[config.mk]
export PLATFORM = sky130hd
export DESIGN_NAME = lab4_univ_shift_reg
export DESIGN_NICKNAME = d
export VERILOG_FILES = /design/src/rtl/lab4_pkg.sv /design/src/rtl/lab4_univ_shift_reg_if.sv /design/src/rtl/lab4_shreg_cell.sv /design/src/rtl/lab4_univ_shift_reg_ctrl.sv /design/src/rtl/lab4_univ_shift_reg.sv
export SDC_FILE = /design/constraint.sdc
export NUM_CORES = 1
export LEC_CHECK = 0
export CAP_MARGIN = 20
export CELL_PAD_IN_SITES_DETAIL_PLACEMENT = 1
export CELL_PAD_IN_SITES_GLOBAL_PLACEMENT = 1
export CORE_AREA = 2 2 45 47
export DETAILED_ROUTE_END_ITERATION = 8
export DIE_AREA = 0 0 47 49
export DONT_BUFFER_PORTS = 1
export PLACE_DENSITY = 0.73
export SLEW_MARGIN = 20
export SYNTH_ARGS = -nofsm -noshare
export SYNTH_HDL_FRONTEND = slang
export SYNTH_SLANG_ARGS = --single-unit
[constraint.sdc]
create_clock -name clock -period 3.57 [get_ports clock]
set_clock_uncertainty 0.2 [all_clocks]
set_input_delay 0.1785 -clock clock [delete_from_list [all_inputs] [get_ports clock]]
set_output_delay 0.1785 -clock clock [all_outputs]
set_load 0.01 [all_outputs]
[src/rtl/lab4_pkg.sv]
// rtl/lab4_pkg.sv - shared mode and FSM state encodings for the universal shift register
package lab4_pkg;

  typedef logic [1:0] mode_t;
  localparam mode_t MODE_HOLD = 2'b00;
  localparam mode_t MODE_SHR  = 2'b01;
  localparam mode_t MODE_SHL  = 2'b10;
  localparam mode_t MODE_LOAD = 2'b11;

  typedef logic [1:0] state_t;
  localparam state_t ST_IDLE  = 2'd0;
  localparam state_t ST_BURST = 2'd1;
  localparam state_t ST_DONE  = 2'd2;

  function automatic logic is_shift(input mode_t m);
    return (m == MODE_SHR) || (m == MODE_SHL);
  endfunction

endpackage

[src/rtl/lab4_univ_shift_reg_if.sv]
// rtl/lab4_univ_shift_reg_if.sv - control bundle (mode, burst request, burst status)
interface lab4_univ_shift_reg_if #(
  parameter int WIDTH = 4
);
  import lab4_pkg::*;
  localparam int CW = $clog2(WIDTH + 1);

  mode_t           mode;
  logic            rotate;
  logic            start;
  logic [CW-1:0]   n_shifts;
  logic            busy;
  logic            done;

  modport master (output mode, rotate, start, n_shifts, input busy, done);
  modport slave  (input mode, rotate, start, n_shifts, output busy, done);
endinterface

[src/rtl/lab4_shreg_cell.sv]
// rtl/lab4_shreg_cell.sv - one register bit: 4:1 next-value mux and edge-selectable flop
module lab4_shreg_cell
  import lab4_pkg::*;
#(
  parameter int NEG_EDGE = 1
) (
  input  logic  clock,
  input  logic  reset_b,
  input  mode_t sel,
  input  logic  shr_in,
  input  logic  shl_in,
  input  logic  load_in,
  output logic  q
);

  logic clk_act;
  logic q_d;
  logic q_q;

  // Inverting the clock lets the same posedge flop serve both edge choices.
  assign clk_act = (NEG_EDGE != 0) ? ~clock : clock;

  always_comb begin
    q_d = q_q;
    case (sel)
      MODE_SHR:  q_d = shr_in;
      MODE_SHL:  q_d = shl_in;
      MODE_LOAD: q_d = load_in;
      default:   q_d = q_q;
    endcase
  end

  always_ff @(posedge clk_act or negedge reset_b) begin
    if (!reset_b) q_q <= 1'b0;
    else          q_q <= q_d;
  end

  assign q = q_q;

endmodule

[src/rtl/lab4_univ_shift_reg_ctrl.sv]
// rtl/lab4_univ_shift_reg_ctrl.sv - IDLE/BURST/DONE sequencer choosing the per-cell operation
module lab4_univ_shift_reg_ctrl
  import lab4_pkg::*;
#(
  parameter int WIDTH    = 4,
  parameter int NEG_EDGE = 1
) (
  input  logic                    clock,
  input  logic                    reset_b,
  lab4_univ_shift_reg_if.slave    ctl,
  output mode_t                   cell_sel,
  output logic                    rot_eff
);

  localparam int            CW    = $clog2(WIDTH + 1);
  localparam logic [CW-1:0] N_MAX = CW'(WIDTH);

  logic          clk_act;
  state_t        state_q, state_d;
  logic [CW-1:0] rem_q, rem_d;
  mode_t         dir_q, dir_d;
  logic          rot_q, rot_d;

  assign clk_act = (NEG_EDGE != 0) ? ~clock : clock;

  always_comb begin
    state_d  = state_q;
    rem_d    = rem_q;
    dir_d    = dir_q;
    rot_d    = rot_q;
    cell_sel = MODE_HOLD;
    rot_eff  = rot_q;
    case (state_q)
      ST_IDLE: begin
        cell_sel = ctl.mode;
        rot_eff  = ctl.rotate;
        if (ctl.start && is_shift(ctl.mode) && (ctl.n_shifts != '0)) begin
          cell_sel = MODE_HOLD;
          dir_d    = ctl.mode;
          rot_d    = ctl.rotate;
          rem_d    = (ctl.n_shifts > N_MAX) ? N_MAX : ctl.n_shifts;
          state_d  = ST_BURST;
        end
      end
      ST_BURST: begin
        cell_sel = dir_q;
        rem_d    = rem_q - CW'(1);
        if (rem_q == CW'(1)) state_d = ST_DONE;
      end
      ST_DONE:  state_d = ST_IDLE;
      default:  state_d = ST_IDLE;
    endcase
  end

  always_ff @(posedge clk_act or negedge reset_b) begin
    if (!reset_b) begin
      state_q <= ST_IDLE;
      rem_q   <= '0;
      dir_q   <= MODE_HOLD;
      rot_q   <= 1'b0;
    end else begin
      state_q <= state_d;
      rem_q   <= rem_d;
      dir_q   <= dir_d;
      rot_q   <= rot_d;
    end
  end

  assign ctl.busy = (state_q == ST_BURST);
  assign ctl.done = (state_q == ST_DONE);

endmodule

[src/rtl/lab4_univ_shift_reg.sv]
// rtl/lab4_univ_shift_reg.sv - universal shift register with auto-shift burst; LAB4_SHREG_PARITY_EN adds parity output
module lab4_univ_shift_reg
  import lab4_pkg::*;
#(
  parameter int WIDTH    = 4,
  parameter int NEG_EDGE = 1,
  localparam int CW      = $clog2(WIDTH + 1)
) (
  input  logic             clock,
  input  logic             reset_b,
  input  logic [1:0]       mode,
  input  logic             rotate,
  input  logic             ser_in_r,
  input  logic             ser_in_l,
  input  logic [WIDTH-1:0] par_in,
  input  logic             start,
  input  logic [CW-1:0]    n_shifts,
  output logic [WIDTH-1:0] Q,
  output logic [WIDTH-1:0] NQ,
  output logic             busy,
  output logic             done
`ifdef LAB4_SHREG_PARITY_EN
  ,output logic            parity
`endif
);

  lab4_univ_shift_reg_if #(.WIDTH(WIDTH)) ctl_if ();

  mode_t            cell_sel;
  logic             rot_eff;
  logic [WIDTH-1:0] q_vec;
  logic [WIDTH-1:0] shr_vec;
  logic [WIDTH-1:0] shl_vec;

  assign ctl_if.mode     = mode;
  assign ctl_if.rotate   = rotate;
  assign ctl_if.start    = start;
  assign ctl_if.n_shifts = n_shifts;
  assign busy            = ctl_if.busy;
  assign done            = ctl_if.done;

  lab4_univ_shift_reg_ctrl #(.WIDTH(WIDTH), .NEG_EDGE(NEG_EDGE)) u_ctrl (
    .clock    (clock),
    .reset_b  (reset_b),
    .ctl      (ctl_if),
    .cell_sel (cell_sel),
    .rot_eff  (rot_eff)
  );

  // Rotation feeds the bit falling off the far end back in place of the serial input.
  assign shr_vec = {(rot_eff ? q_vec[0] : ser_in_r), q_vec[WIDTH-1:1]};
  assign shl_vec = {q_vec[WIDTH-2:0], (rot_eff ? q_vec[WIDTH-1] : ser_in_l)};

  for (genvar i = 0; i < WIDTH; i++) begin : g_cell
    lab4_shreg_cell #(.NEG_EDGE(NEG_EDGE)) u_cell (
      .clock   (clock),
      .reset_b (reset_b),
      .sel     (cell_sel),
      .shr_in  (shr_vec[i]),
      .shl_in  (shl_vec[i]),
      .load_in (par_in[i]),
      .q       (q_vec[i])
    );
  end

  assign Q  = q_vec;
  assign NQ = ~q_vec;

`ifdef LAB4_SHREG_PARITY_EN
  assign parity = ^q_vec;
`endif

endmodule

==> results of run 1 <==
==> stage by stage <==
| step | utilization [%] | setup WS (ns) | TNS (ns) |
|---|---|---|---|
| floorplan | - | 0.0126 | 0 |
| global placement | 43.9 | 0.0389 | 0 |
| detailed placement | 43.9 | -0.0273 | -0.0533 |
| CTS | 45.1 | 0.145 | 0 |
| global route | 45.1 | 0.0498 | 0 |
| finish | 45.1 | 0.149 | 0 |
==> worst min path at each step <==
| stage | start | endpoint | slack [ns] | cells past startpoint |
|---|---|---|---|---|
| 2_1_floorplan | u_ctrl.rem_q[0] | u_ctrl.rem_q[0] | 0.22 | 1 |
| 3_3_place_gp | u_ctrl.rot_q | u_ctrl.rot_q | 0.25 | 1 |
| 3_5_place_dp | u_ctrl.rot_q | u_ctrl.rot_q | 0.25 | 1 |
| 4_1_cts | u_ctrl.rot_q | u_ctrl.rot_q | 0.25 | 1 |
| 5_1_grt | u_ctrl.rot_q | u_ctrl.rot_q | 0.27 | 1 |
| 6_report | u_ctrl.rem_q[0] | u_ctrl.rem_q[0] | 0.25 | 1 |
==> worst max-delay path, delay by kind of cell, from the launching register on <==
kind,cells,cell delay (ns)
flip-flops,1,0.57
AND/OR/NAND/NOR,1,0.28
buffers and inverters,1,0.13
==> sequential cells by signal, indices dropped and copies added (netlist names) <==
| name | flops |
|---|---|
| u_ctrl.dir_q | 2 |
| u_ctrl.rem_q | 3 |
| g_cell.u_cell.q | 4 |
| u_ctrl.state_q | 2 |
| u_ctrl.rot_q | 1 |
==> power by group <==
| part | total [mW] | switching, mW | internal, mW |
|---|---|---|---|
| combinational | 0.392 | 0.194 | 0.198 |
| sequential | 0.299 | 0.0889 | 0.210 |
| clock | 0.0809 | 0.0419 | 0.0390 |
==> kinds of logic after synthesis <==
group | count (synthesis) | share of synthesized area [%]
and+or+nand+nor | 21 | 13.5
AOI/OAI and AO/OA | 16 | 17.7
buffers and inverters | 14 | 9.65
muxes | 12 | 15.8
DFF | 12 | 38.0
xor gates and xnor gates | 2 | 2.22
adders and majority gates | 2 | 3.16
==> final cells by class <==
class / count / area, um2
flip-flops and latches: 12 / 300
clock buffers: 3 / 22.5
inverters: 8 / 30.0
well taps: 27 / 33.8
fillers: 223 / 1010
multi-input cells: 53 / 414
repair buffers: 4 / 30.0
==> layer usage <==
metal	vias up	track usage (%)
met4	0	5.56
met3	2	7.41
met2	18	25.1
met5	-	0
li1	278	-
met1	282	21.9
==> layout by cell type, fill, tap and decap left out, types with 2 or more instances in the layout <==
cell                       instances
sky130_fd_sc_hd__mux2_2            4
sky130_fd_sc_hd__nor3_1            2
sky130_fd_sc_hd__nand2_1           4
sky130_fd_sc_hd__o21ai_1           2
sky130_fd_sc_hd__nor2_1            5
sky130_fd_sc_hd__clkbuf_4          3
sky130_fd_sc_hd__a32oi_1           3
sky130_fd_sc_hd__xor2_1            2
sky130_fd_sc_hd__o221a_1           2
sky130_fd_sc_hd__buf_4             4
sky130_fd_sc_hd__dfrtn_1          12
sky130_fd_sc_hd__nor2b_1           5
sky130_fd_sc_hd__a21oi_1           3
sky130_fd_sc_hd__o21ai_0           3
sky130_fd_sc_hd__ha_1              2
sky130_fd_sc_hd__mux2i_1           8
sky130_fd_sc_hd__inv_1             8
==> impl_table.tex, run 1 <==
\begin{tabular}{lr}
\hline
Metric & Value \\
\hline
\multicolumn{2}{l}{\textbf{Drt}} \\
Via-per-instance ratio & 5.42 \\
Met2 WL & 754 um \\
TritonRoute pass-1 iters & 4 \\
Post-route met1 wirelength & 756 um \\
Routed len/inst & $\sim$16 um \\
Detailed-route via count & 580 \\
First DRT Iteration DRCs & 4 \\
Wire length on met3 & 151 um \\
Count of antenna-violating nets left after detailed routing & 0 \\
Top metal layer carrying routed signals & met4 \\
Wire length reported by the detailed router & 1.67 mm \\
Count of unresolved DRC violations after routing & 0 \\
\multicolumn{2}{l}{\textbf{Worst setup path}} \\
Reg-to-reg slack, setup & 1.55 ns \\
FF-to-FF path depth & 5 \\
Startpoint of the worst register-to-register path & u\_ctrl.state\_q[0] \\
Critical path capture point type & output port \\
Start-to-end type of the worst setup path & flip-flop to output port \\
Crit path cell chain & nand2b\_1 > inv\_1 \\
Startpoint kind of the worst setup timing path & flip-flop \\
Worst-path cell with the longest stage delay & sky130\_fd\_sc\_hd\_\_dfrtn\_1 \\
Largest fanout of any net on the critical path & 7 \\
Arrival time of data at the critical path endpoint & 3.04 ns \\
Required time reported for the critical path endpoint & 3.19 ns \\
Crit path capture & busy \\
Crit path largest cell delay & 0.57 ns \\
Reg-to-reg critical path endpoint & g\_cell[0].u\_cell.q \\
Critical path startpoint & u\_ctrl.state\_q[1] \\
\multicolumn{2}{l}{\textbf{Logic synthesis}} \\
Number of distinct standard cells referenced by the synthesized netlist & 26 \\
Post-synthesis sequential element count & 12 \\
Mean Syn Cell Area & 10.0 um2 \\
Top-area cell type share of the netlist area & 38.0\% \\
Most instantiated cells after synthesis & sky130\_fd\_sc\_hd\_\_dfrtn\_1 (12), sky130\_fd\_sc\_hd\_\_inv\_1 (8), sky130\_fd\_sc\_hd\_\_mux2i\_1 (8), sky130\_fd\_sc\_hd\_\_nor2\_1 (5), sky130\_fd\_sc\_hd\_\_nor2b\_1 (5) \\
Post-synthesis instance area & approximately 790 um2 \\
Number of synthesis warnings & 0 \\
Count leader, synth & sky130\_fd\_sc\_hd\_\_dfrtn\_1 \\
Synthesized netlist net count & 96 \\
Post-synth top flop & sky130\_fd\_sc\_hd\_\_dfrtn\_1 \\
Share of synthesized area occupied by flip-flops and latches & 38.0\% \\
Biggest area contributors in the synthesized netlist & sky130\_fd\_sc\_hd\_\_dfrtn\_1 (38\%), sky130\_fd\_sc\_hd\_\_mux2i\_1 (10\%), sky130\_fd\_sc\_hd\_\_mux2\_2 (5.7\%), sky130\_fd\_sc\_hd\_\_nor2b\_1 (4.0\%), sky130\_fd\_sc\_hd\_\_buf\_4 (3.8\%) \\
Cell taking the most area after synthesis & sky130\_fd\_sc\_hd\_\_dfrtn\_1 \\
Async set-or-reset flop fraction in the synthesized netlist & 100\% \\
Post-synth EDFFs & 0 \\
Synthesized instance count & 79 \\
\multicolumn{2}{l}{\textbf{Clock tree}} \\
\# clock sinks & 12 \\
Hold buffer count at CTS & 0 \\
Clock-pin slew of the registers on the worst-case setup and hold paths & 0.05 ns \\
Cts bufs inserted & 3 \\
TritonCTS clock tree & yes \\
Cell at the root of the clock tree & sky130\_fd\_sc\_hd\_\_clkbuf\_4 \\
H-tree Lvls & 1 \\
Clock tree buffer depth & 2 \\
Clock latency on the worst-skew pair & about 0.27 ns \\
Buffers inserted by post-CTS timing repair & 0 \\
Post-CTS Resized & 0 \\
\multicolumn{2}{l}{\textbf{Floorplan}} \\
Die area & 2300 um2 \\
Die Y & 49 um \\
Total I/O pin count & 25 \\
Die X & 47 um \\
Area of the core & 1840 um2 \\
Row Count & 16 \\
Starting density of the core & 42.9\% \\
\multicolumn{2}{l}{\textbf{Power and ir drop}} \\
Cell leakage power & 0.374 nW \\
Max rail drop VDD & 0.000432 V \\
Total power density per cell area & 929 nW/um2 \\
Total chip power & 0.772 mW \\
\multicolumn{2}{l}{\textbf{Cells and area}} \\
Final standard cell area without fillers & roughly 830 um2 \\
Fraction of layout cells with a size suffix above 1 & between 10\% and 20\% \\
Cell Count, Final, Fillers Out & 107 \\
Final antenna diode count & 0 \\
Area growth, synth to finish & 5.06\% \\
Nets@finish & 99 \\
\multicolumn{2}{l}{\textbf{Timing}} \\
Worst hold slack & 0.252 ns \\
Final Hold Fails & 0 \\
Measured slew at the worst slew-check pin & 0.334 ns \\
Number of pins exceeding their max-slew limit in the final report & 0 \\
Setup repair after global routing missed its margin & false \\
Normalized max-slew margin & 77.7\% \\
Setup Viol. Count Final & 0 \\
\multicolumn{2}{l}{\textbf{Run status}} \\
Result of the run & complete, no violations \\
\multicolumn{2}{l}{\textbf{Global routing}} \\
Initial antenna violation count & 0 \\
Largest net degree at the start of global routing & 13 \\
Vias in the first global route & approximately 660 \\
Global-route wire length before repair & 2.85 mm \\
Total grt overflow & 0 \\
Overall global routing resource usage & 17.0\% \\
\multicolumn{2}{l}{\textbf{Place}} \\
DP Wirelength & 1.37 mm \\
Cells after DPL & 104 \\
Cell area reported after detailed placement & 808 um2 \\
Global placer's final weighted congestion & 0.710 \\
Number of buffers added on ports & 0 \\
\multicolumn{2}{l}{\textbf{Job}} \\
Max-cap violation count & 0 \\
\multicolumn{2}{l}{\textbf{Worst hold path}} \\
Tightest Hold Check Type & flip-flop to flip-flop \\
\hline
\end{tabular}
(Power assumes the default switching activity.)
==> run 2: changes to the inputs <==
==> constraint.sdc (replaced) <==
create_clock -name clock -period 3.57 [get_ports clock]
set_clock_uncertainty 0.2 [all_clocks]
set_input_delay 0.5355 -clock clock [delete_from_list [all_inputs] [get_ports clock]]
set_output_delay 0.5355 -clock clock [all_outputs]
set_load 0.01 [all_outputs]
==> run 2 against run 1 <==
Against the previous run:
- the flow now finishes with violations (negative setup slack)
- global-route usage is 3.0 points higher
- die area stayed put
- clock-buffer cell count stayed put
- flip-flop and latch count stayed put
- worst hold slack worse by 0.014 ns
- via count is 6.6% higher
- largest cell class unchanged
- largest power group unchanged
==> impl_table.tex, run 2 (synthesized netlist as in run 1, its figures left out) <==
\begin{tabular}{lr}
\hline
Metric & Value \\
\hline
\multicolumn{2}{l}{\textbf{Power and ir drop}} \\
Total power density per cell area & 935 nW/um2 (+0.67\%) \\
Max rail drop VDD & 0.000439 V (+1.7\%) \\
Combinational power share & 58.9\% (+8.1 points) \\
Switching component of the power & 0.376 mW (+16\%) \\
Sw Share & 41.5\% (-0.56 points) \\
Cell leakage power & 0.447 nW (+19\%) \\
Clock power share & 9.2\% (-1.3 points) \\
Internal power contribution & 0.529 mW (+18\%) \\
Relative contribution of sequential cells to total power & 31.9\% (-6.8 points) \\
Total chip power & 0.904 mW (+17\%) \\
\multicolumn{2}{l}{\textbf{Drt}} \\
TritonRoute pass-1 iters & 4 (unchanged) \\
Routed len/inst & 16.3 um (+4.6\%) \\
Count of unresolved DRC violations after routing & 0 (unchanged) \\
Detailed-route via count & 618 (+6.6\%) \\
First DRT Iteration DRCs & 2 (-2) \\
Wire length reported by the detailed router & 1.93 mm (+15\%) \\
Count of antenna-violating nets left after detailed routing & 0 (unchanged) \\
Via-per-instance ratio & 5.24 (-3.4\%) \\
\multicolumn{2}{l}{\textbf{Worst setup path}} \\
Critical path capture point type & flip-flop \\
Reg-to-reg slack, setup & 1.43 ns (-0.12 ns) \\
Critical path startpoint & n\_shifts[0] \\
Startpoint of the worst register-to-register path & u\_ctrl.state\_q[0] \\
Largest fanout of any net on the critical path & 6 (-1) \\
Required time reported for the critical path endpoint & 1.71 ns (-1.48 ns) \\
Startpoint kind of the worst setup timing path & input pin \\
Arrival time of data at the critical path endpoint & 1.74 ns (-1.30 ns) \\
Start-to-end type of the worst setup path & input pin to flip-flop \\
\multicolumn{2}{l}{\textbf{Timing}} \\
Worst hold slack & 0.238 ns (-0.0136 ns) \\
Post-route worst setup slack & -0.0332 ns (-0.182 ns) \\
Number of pins exceeding their max-slew limit in the final report & 0 (unchanged) \\
Setup repair after global routing missed its margin & true \\
Final Hold Fails & 0 (unchanged) \\
Measured slew at the worst slew-check pin & 0.358 ns (+0.0239 ns) \\
Setup Viol. Count Final & 3 (+3) \\
Normalized max-slew margin & 76.1\% (-1.6 points) \\
\multicolumn{2}{l}{\textbf{Clock tree}} \\
Cts bufs inserted & 3 (unchanged) \\
Clock-pin slew of the registers on the worst-case setup and hold paths & 0.05 ns (about the same) \\
TritonCTS clock tree & yes \\
Cell at the root of the clock tree & sky130\_fd\_sc\_hd\_\_clkbuf\_4 \\
Hold buffer count at CTS & 0 (unchanged) \\
Clock latency on the worst-skew pair & 0.28 ns (about the same) \\
\# clock sinks & 12 (unchanged) \\
Clock tree buffer depth & 2 (unchanged) \\
H-tree Lvls & 1 (unchanged) \\
\multicolumn{2}{l}{\textbf{Global routing}} \\
Initial antenna violation count & 0 (unchanged) \\
Global-route wire length before repair & 3.23 mm (+13\%) \\
Overall global routing resource usage & 20.0\% (+3.0 points) \\
Total grt overflow & 0 (unchanged) \\
Largest net degree at the start of global routing & 13 (unchanged) \\
Vias in the first global route & 692 (+4.4\%) \\
\multicolumn{2}{l}{\textbf{Cells and area}} \\
Most frequent cells in the layout & sky130\_fd\_sc\_hd\_\_buf\_4 (13), sky130\_fd\_sc\_hd\_\_dfrtn\_1 (12), sky130\_fd\_sc\_hd\_\_inv\_1 (8), sky130\_fd\_sc\_hd\_\_mux2i\_1 (8), sky130\_fd\_sc\_hd\_\_nand2\_1 (4) \\
Nets@finish & 110 (+11\%) \\
Area growth, synth to finish & 22.3\% \\
Most common library cell in the layout ignoring fill and taps & sky130\_fd\_sc\_hd\_\_buf\_4 \\
Fraction of layout cells with a size suffix above 1 & 36.3\% (+20 points) \\
Final antenna diode count & 0 (unchanged) \\
Layout Utilization & 52.5\% (+7.4 points) \\
Max FFs per register & 4 (unchanged) \\
\multicolumn{2}{l}{\textbf{Floorplan}} \\
Starting density of the core & 42.9\% (unchanged) \\
Row Count & 16 (unchanged) \\
Die X & 47 um (unchanged) \\
Die Y & 49 um (unchanged) \\
Area of the core & 1840 um2 (unchanged) \\
Total I/O pin count & 25 (unchanged) \\
Die area & 2300 um2 (unchanged) \\
\multicolumn{2}{l}{\textbf{Place}} \\
Post-placement setup slack & -0.360 ns (-0.333 ns) \\
Number of buffers added on ports & 0 (unchanged) \\
DP Wirelength & 1.50 mm (+9.0\%) \\
Global placer's final weighted congestion & 0.789 (+11\%) \\
\multicolumn{2}{l}{\textbf{Run status}} \\
Result of the run & complete, but fails checks \\
Violated checks & negative setup slack \\
\multicolumn{2}{l}{\textbf{Worst hold path}} \\
Origin of the worst min-delay path & u\_ctrl.rem\_q[0] \\
Tightest Hold Check Type & flip-flop to flip-flop \\
\multicolumn{2}{l}{\textbf{Job}} \\
Max-cap violation count & 0 (unchanged) \\
\hline
\end{tabular}
==> run 2: per-layer routing <==
metal	track usage, %	vias up	wire length, um
li1	-	307	-
met1	27.0	289	845
met2	29.0	17	915
met3	5.93	5	126
met4	8.33	0	40
met5	0	-	0
==> run 2: area by class of cell <==
type                    count  area [um2]
clock buffers               3        22.5
fillers                   224         875
inverters                   8        30.0
multi-input cells          53         460
flip-flops and latches     12         300
well taps                  27        33.8
repair buffers             15         120
==> run 2: metrics by stage <==
step | TNS [ns] | area, um2 | instances
floorplan | -1.60 | 801 | 79
global placement | -1.75 | 871 | 111
detailed placement | -2.03 | 871 | 111
CTS | -0.0262 | 918 | 116
global route | -0.195 | 967 | 118
finish | -0.0551 | 967 | 118
==> run 2: power by group through the flow <==
stage	registers, mW	clock network [mW]	logic [mW]
after floorplan	0.256	0	0.382
after global placement	0.287	0	0.442
after detailed placement	0.289	0	0.461
after CTS	0.288	0.0859	0.480
after global routing	0.302	0.0941	0.595
final	0.288	0.0835	0.532
==> run 2: critical path, cell delays in order <==
cell,delay (ns)
sky130_fd_sc_hd__or3_4,0.40
sky130_fd_sc_hd__a311oi_4,0.38
sky130_fd_sc_hd__nor2b_2,0.22
sky130_fd_sc_hd__o21ai_1,0.07
sky130_fd_sc_hd__o221a_1,0.13
==> run 2: final timing paths <==
check,to,depth (start not counted)
worst max-delay path,g_cell[1].u_cell.q,5
worst min-delay path,u_ctrl.rem_q[0],1
worst max register to register,g_cell[1].u_cell.q,7
worst min register to register,u_ctrl.rem_q[0],1
max in group asynchronous,u_ctrl.rot_q,0
min in group asynchronous,u_ctrl.dir_q[1],0
==> run 2: what timing repair did <==
| action | CTS | global route |
|---|---|---|
| setup buffers | 2 | 2 |
| pin swaps | 4 | 2 |
| hold endpoints to repair | 0 | 0 |
| setup endpoints to repair | 2 | 4 |
| gates resized for setup | 3 | 9 |
==> run 3: changes to the inputs <==
--- a/config.mk
+++ b/config.mk
@@ -12,7 +12,9 @@
 export DETAILED_ROUTE_END_ITERATION = 8
 export DIE_AREA = 0 0 47 49
 export DONT_BUFFER_PORTS = 1
+export MAX_ROUTING_LAYER = met4
 export PLACE_DENSITY = 0.73
+export RECOVER_POWER = 50
 export SLEW_MARGIN = 20
 export SYNTH_ARGS = -nofsm -noshare
 export SYNTH_HDL_FRONTEND = slang
==> run 3 against run 2 <==
Against the previous run:
- the run still ends with negative setup slack left
- utilization is 0.41 points lower
- non-clock buffer count stayed put
- worst setup slack hardly changed
- routed wire length is 0.16% lower
- die area stayed put
- critical endpoint unchanged
- largest cell class unchanged
- highest routed layer unchanged
==> impl_table.tex, run 3 (synthesized netlist as in run 1, its figures left out) <==
\begin{tabular}{lr}
\hline
Metric & Value \\
\hline
\multicolumn{2}{l}{\textbf{Run status}} \\
Result of the run & complete, but fails checks \\
Violated checks & negative setup slack \\
\multicolumn{2}{l}{\textbf{Drt}} \\
Wire length reported by the detailed router & 1.93 mm (-0.16\%) \\
Detailed-route via count & 618 (unchanged) \\
Count of antenna-violating nets left after detailed routing & 0 (unchanged) \\
TritonRoute pass-1 iters & 4 (unchanged) \\
Routed len/inst & 16.3 um (-0.16\%) \\
First DRT Iteration DRCs & 2 (unchanged) \\
Count of unresolved DRC violations after routing & 0 (unchanged) \\
Via-per-instance ratio & 5.24 (unchanged) \\
\multicolumn{2}{l}{\textbf{Floorplan}} \\
Row Count & 16 (unchanged) \\
Starting density of the core & 42.9\% (unchanged) \\
Die area & 2300 um2 (unchanged) \\
Die X & 47 um (unchanged) \\
Total I/O pin count & 25 (unchanged) \\
Die Y & 49 um (unchanged) \\
Area of the core & 1840 um2 (unchanged) \\
\multicolumn{2}{l}{\textbf{Cells and area}} \\
Final standard cell area without fillers & 960 um2 (-0.78\%) \\
Cell Count, Final, Fillers Out & 118 (unchanged) \\
Nets@finish & 110 (unchanged) \\
Most common library cell in the layout ignoring fill and taps & sky130\_fd\_sc\_hd\_\_dfrtn\_1 \\
Area growth, synth to finish & 21.4\% \\
Most frequent cells in the layout & sky130\_fd\_sc\_hd\_\_dfrtn\_1 (12), sky130\_fd\_sc\_hd\_\_buf\_4 (11), sky130\_fd\_sc\_hd\_\_inv\_1 (8), sky130\_fd\_sc\_hd\_\_mux2i\_1 (8), sky130\_fd\_sc\_hd\_\_nand2\_1 (4) \\
Final antenna diode count & 0 (unchanged) \\
Max FFs per register & 4 (unchanged) \\
Number of fill cells & 225 (+0.45\%) \\
Fraction of layout cells with a size suffix above 1 & 34.1\% (-2.2 points) \\
\multicolumn{2}{l}{\textbf{Timing}} \\
Final Hold Fails & 0 (unchanged) \\
Fin Setup TNS & -0.0561 ns (-0.000959 ns) \\
Worst hold slack & 0.241 ns (+0.00261 ns) \\
Measured slew at the worst slew-check pin & 0.358 ns (-0.0000460 ns) \\
Post-route worst setup slack & -0.0333 ns (-0.0000468 ns) \\
Normalized max-slew margin & 76.1\% (about the same) \\
Setup Viol. Count Final & 3 (unchanged) \\
Number of pins exceeding their max-slew limit in the final report & 0 (unchanged) \\
Setup repair after global routing missed its margin & true \\
\multicolumn{2}{l}{\textbf{Place}} \\
Global placer's final weighted congestion & 0.800 (+1.4\%) \\
Cell area reported after detailed placement & 871 um2 (unchanged) \\
Number of buffers added on ports & 0 (unchanged) \\
Cells after DPL & 111 (unchanged) \\
DP Wirelength & 1.50 mm (unchanged) \\
Post-placement setup slack & -0.360 ns (unchanged) \\
\multicolumn{2}{l}{\textbf{Worst setup path}} \\
Critical path capture point type & flip-flop \\
Crit path cell chain & or3\_4 > a311oi\_4 > nor2b\_2 > o21ai\_1 > o221a\_1 \\
Start-to-end type of the worst setup path & input pin to flip-flop \\
Reg-to-reg slack, setup & 1.43 ns (about the same) \\
Arrival time of data at the critical path endpoint & 1.74 ns (about the same) \\
Largest fanout of any net on the critical path & 6 (unchanged) \\
Startpoint kind of the worst setup timing path & input pin \\
WP buf/inv & 0 (unchanged) \\
Dominant delay contributor by cell family on the critical path & simple AND/OR/NAND/NOR gates \\
Worst-path cell with the longest stage delay & sky130\_fd\_sc\_hd\_\_or3\_4 \\
Crit path largest cell delay & 0.40 ns (about the same) \\
Required time reported for the critical path endpoint & 1.71 ns (about the same) \\
\multicolumn{2}{l}{\textbf{Global routing}} \\
Overall global routing resource usage & 20.5\% (+0.52 points) \\
Largest net degree at the start of global routing & 13 (unchanged) \\
Vias in the first global route & 695 (+0.43\%) \\
Initial antenna violation count & 0 (unchanged) \\
Total grt overflow & 0 (unchanged) \\
Global-route wire length before repair & 3.24 mm (+0.22\%) \\
\multicolumn{2}{l}{\textbf{Clock tree}} \\
TritonCTS clock tree & yes \\
Clock tree buffer depth & 2 (unchanged) \\
Clock latency on the worst-skew pair & 0.28 ns (about the same) \\
Cell at the root of the clock tree & sky130\_fd\_sc\_hd\_\_clkbuf\_4 \\
H-tree Lvls & 1 (unchanged) \\
Cts bufs inserted & 3 (unchanged) \\
Hold buffer count at CTS & 0 (unchanged) \\
\# clock sinks & 12 (unchanged) \\
Clock-pin slew of the registers on the worst-case setup and hold paths & 0.05 ns (about the same) \\
\multicolumn{2}{l}{\textbf{Power and ir drop}} \\
Total power density per cell area & 938 nW/um2 (+0.31\%) \\
Cell leakage power & 0.440 nW (-1.6\%) \\
Max rail drop VDD & 0.000439 V (about the same) \\
\multicolumn{2}{l}{\textbf{Worst hold path}} \\
Tightest Hold Check Type & flip-flop to flip-flop \\
\multicolumn{2}{l}{\textbf{Job}} \\
Max-cap violation count & 0 (unchanged) \\
\hline
\end{tabular}
## run 3: area by class of cell
cell class / count / area (um2) / area share (%)
tap: 27 / 33.8 / 3.52
multi-input combinational: 53 / 460 / 48.0
inverter: 8 / 30.0 / 3.13
timing repair buffer: 15 / 113 / 11.7
clock buffer: 3 / 22.5 / 2.35
sequential: 12 / 300 / 31.3
## run 3: worst paths after layout
kind / from / end / depth (start not counted)
worst max-delay path: n_shifts[0] / g_cell[1].u_cell.q / 5
worst min-delay path: u_ctrl.rem_q[0] / u_ctrl.rem_q[0] / 1
worst max register to register: u_ctrl.state_q[0] / g_cell[1].u_cell.q / 7
worst min register to register: u_ctrl.rem_q[0] / u_ctrl.rem_q[0] / 1
max in group asynchronous: reset_b / u_ctrl.rot_q / 0
min in group asynchronous: reset_b / u_ctrl.dir_q[1] / 0
## run 3: what timing repair did
action / 4_1_cts / 5_1_grt
setup buffers: 2 / 2
gates resized for setup: 3 / 9
endpoints found under the setup margin: 2 / 4
pin swaps: 4 / 2
## run 3: power by group
group          internal [mW]  total [mW]  switching (mW)
logic                  0.276       0.528           0.253
clock network         0.0391      0.0833          0.0442
registers              0.210       0.288          0.0781
total                  0.525       0.900           0.375
## run 3: metal layers
layer | wire length [um] | global-route usage, % | up-vias
li1 | - | - | 307
met1 | 843 | 27.0 | 289
met2 | 912 | 29.0 | 17
met3 | 127 | 5.93 | 5
met4 | 40 | 8.33 | 0
met5 | 0 | - | -
## run 3: stage by stage
stage	total power, mW	util [%]
after floorplan	0.638	-
after global placement	0.729	47.3
after detailed placement	0.751	47.3
after CTS	0.854	49.9
after global routing	0.987	52.1
final	0.900	52.1
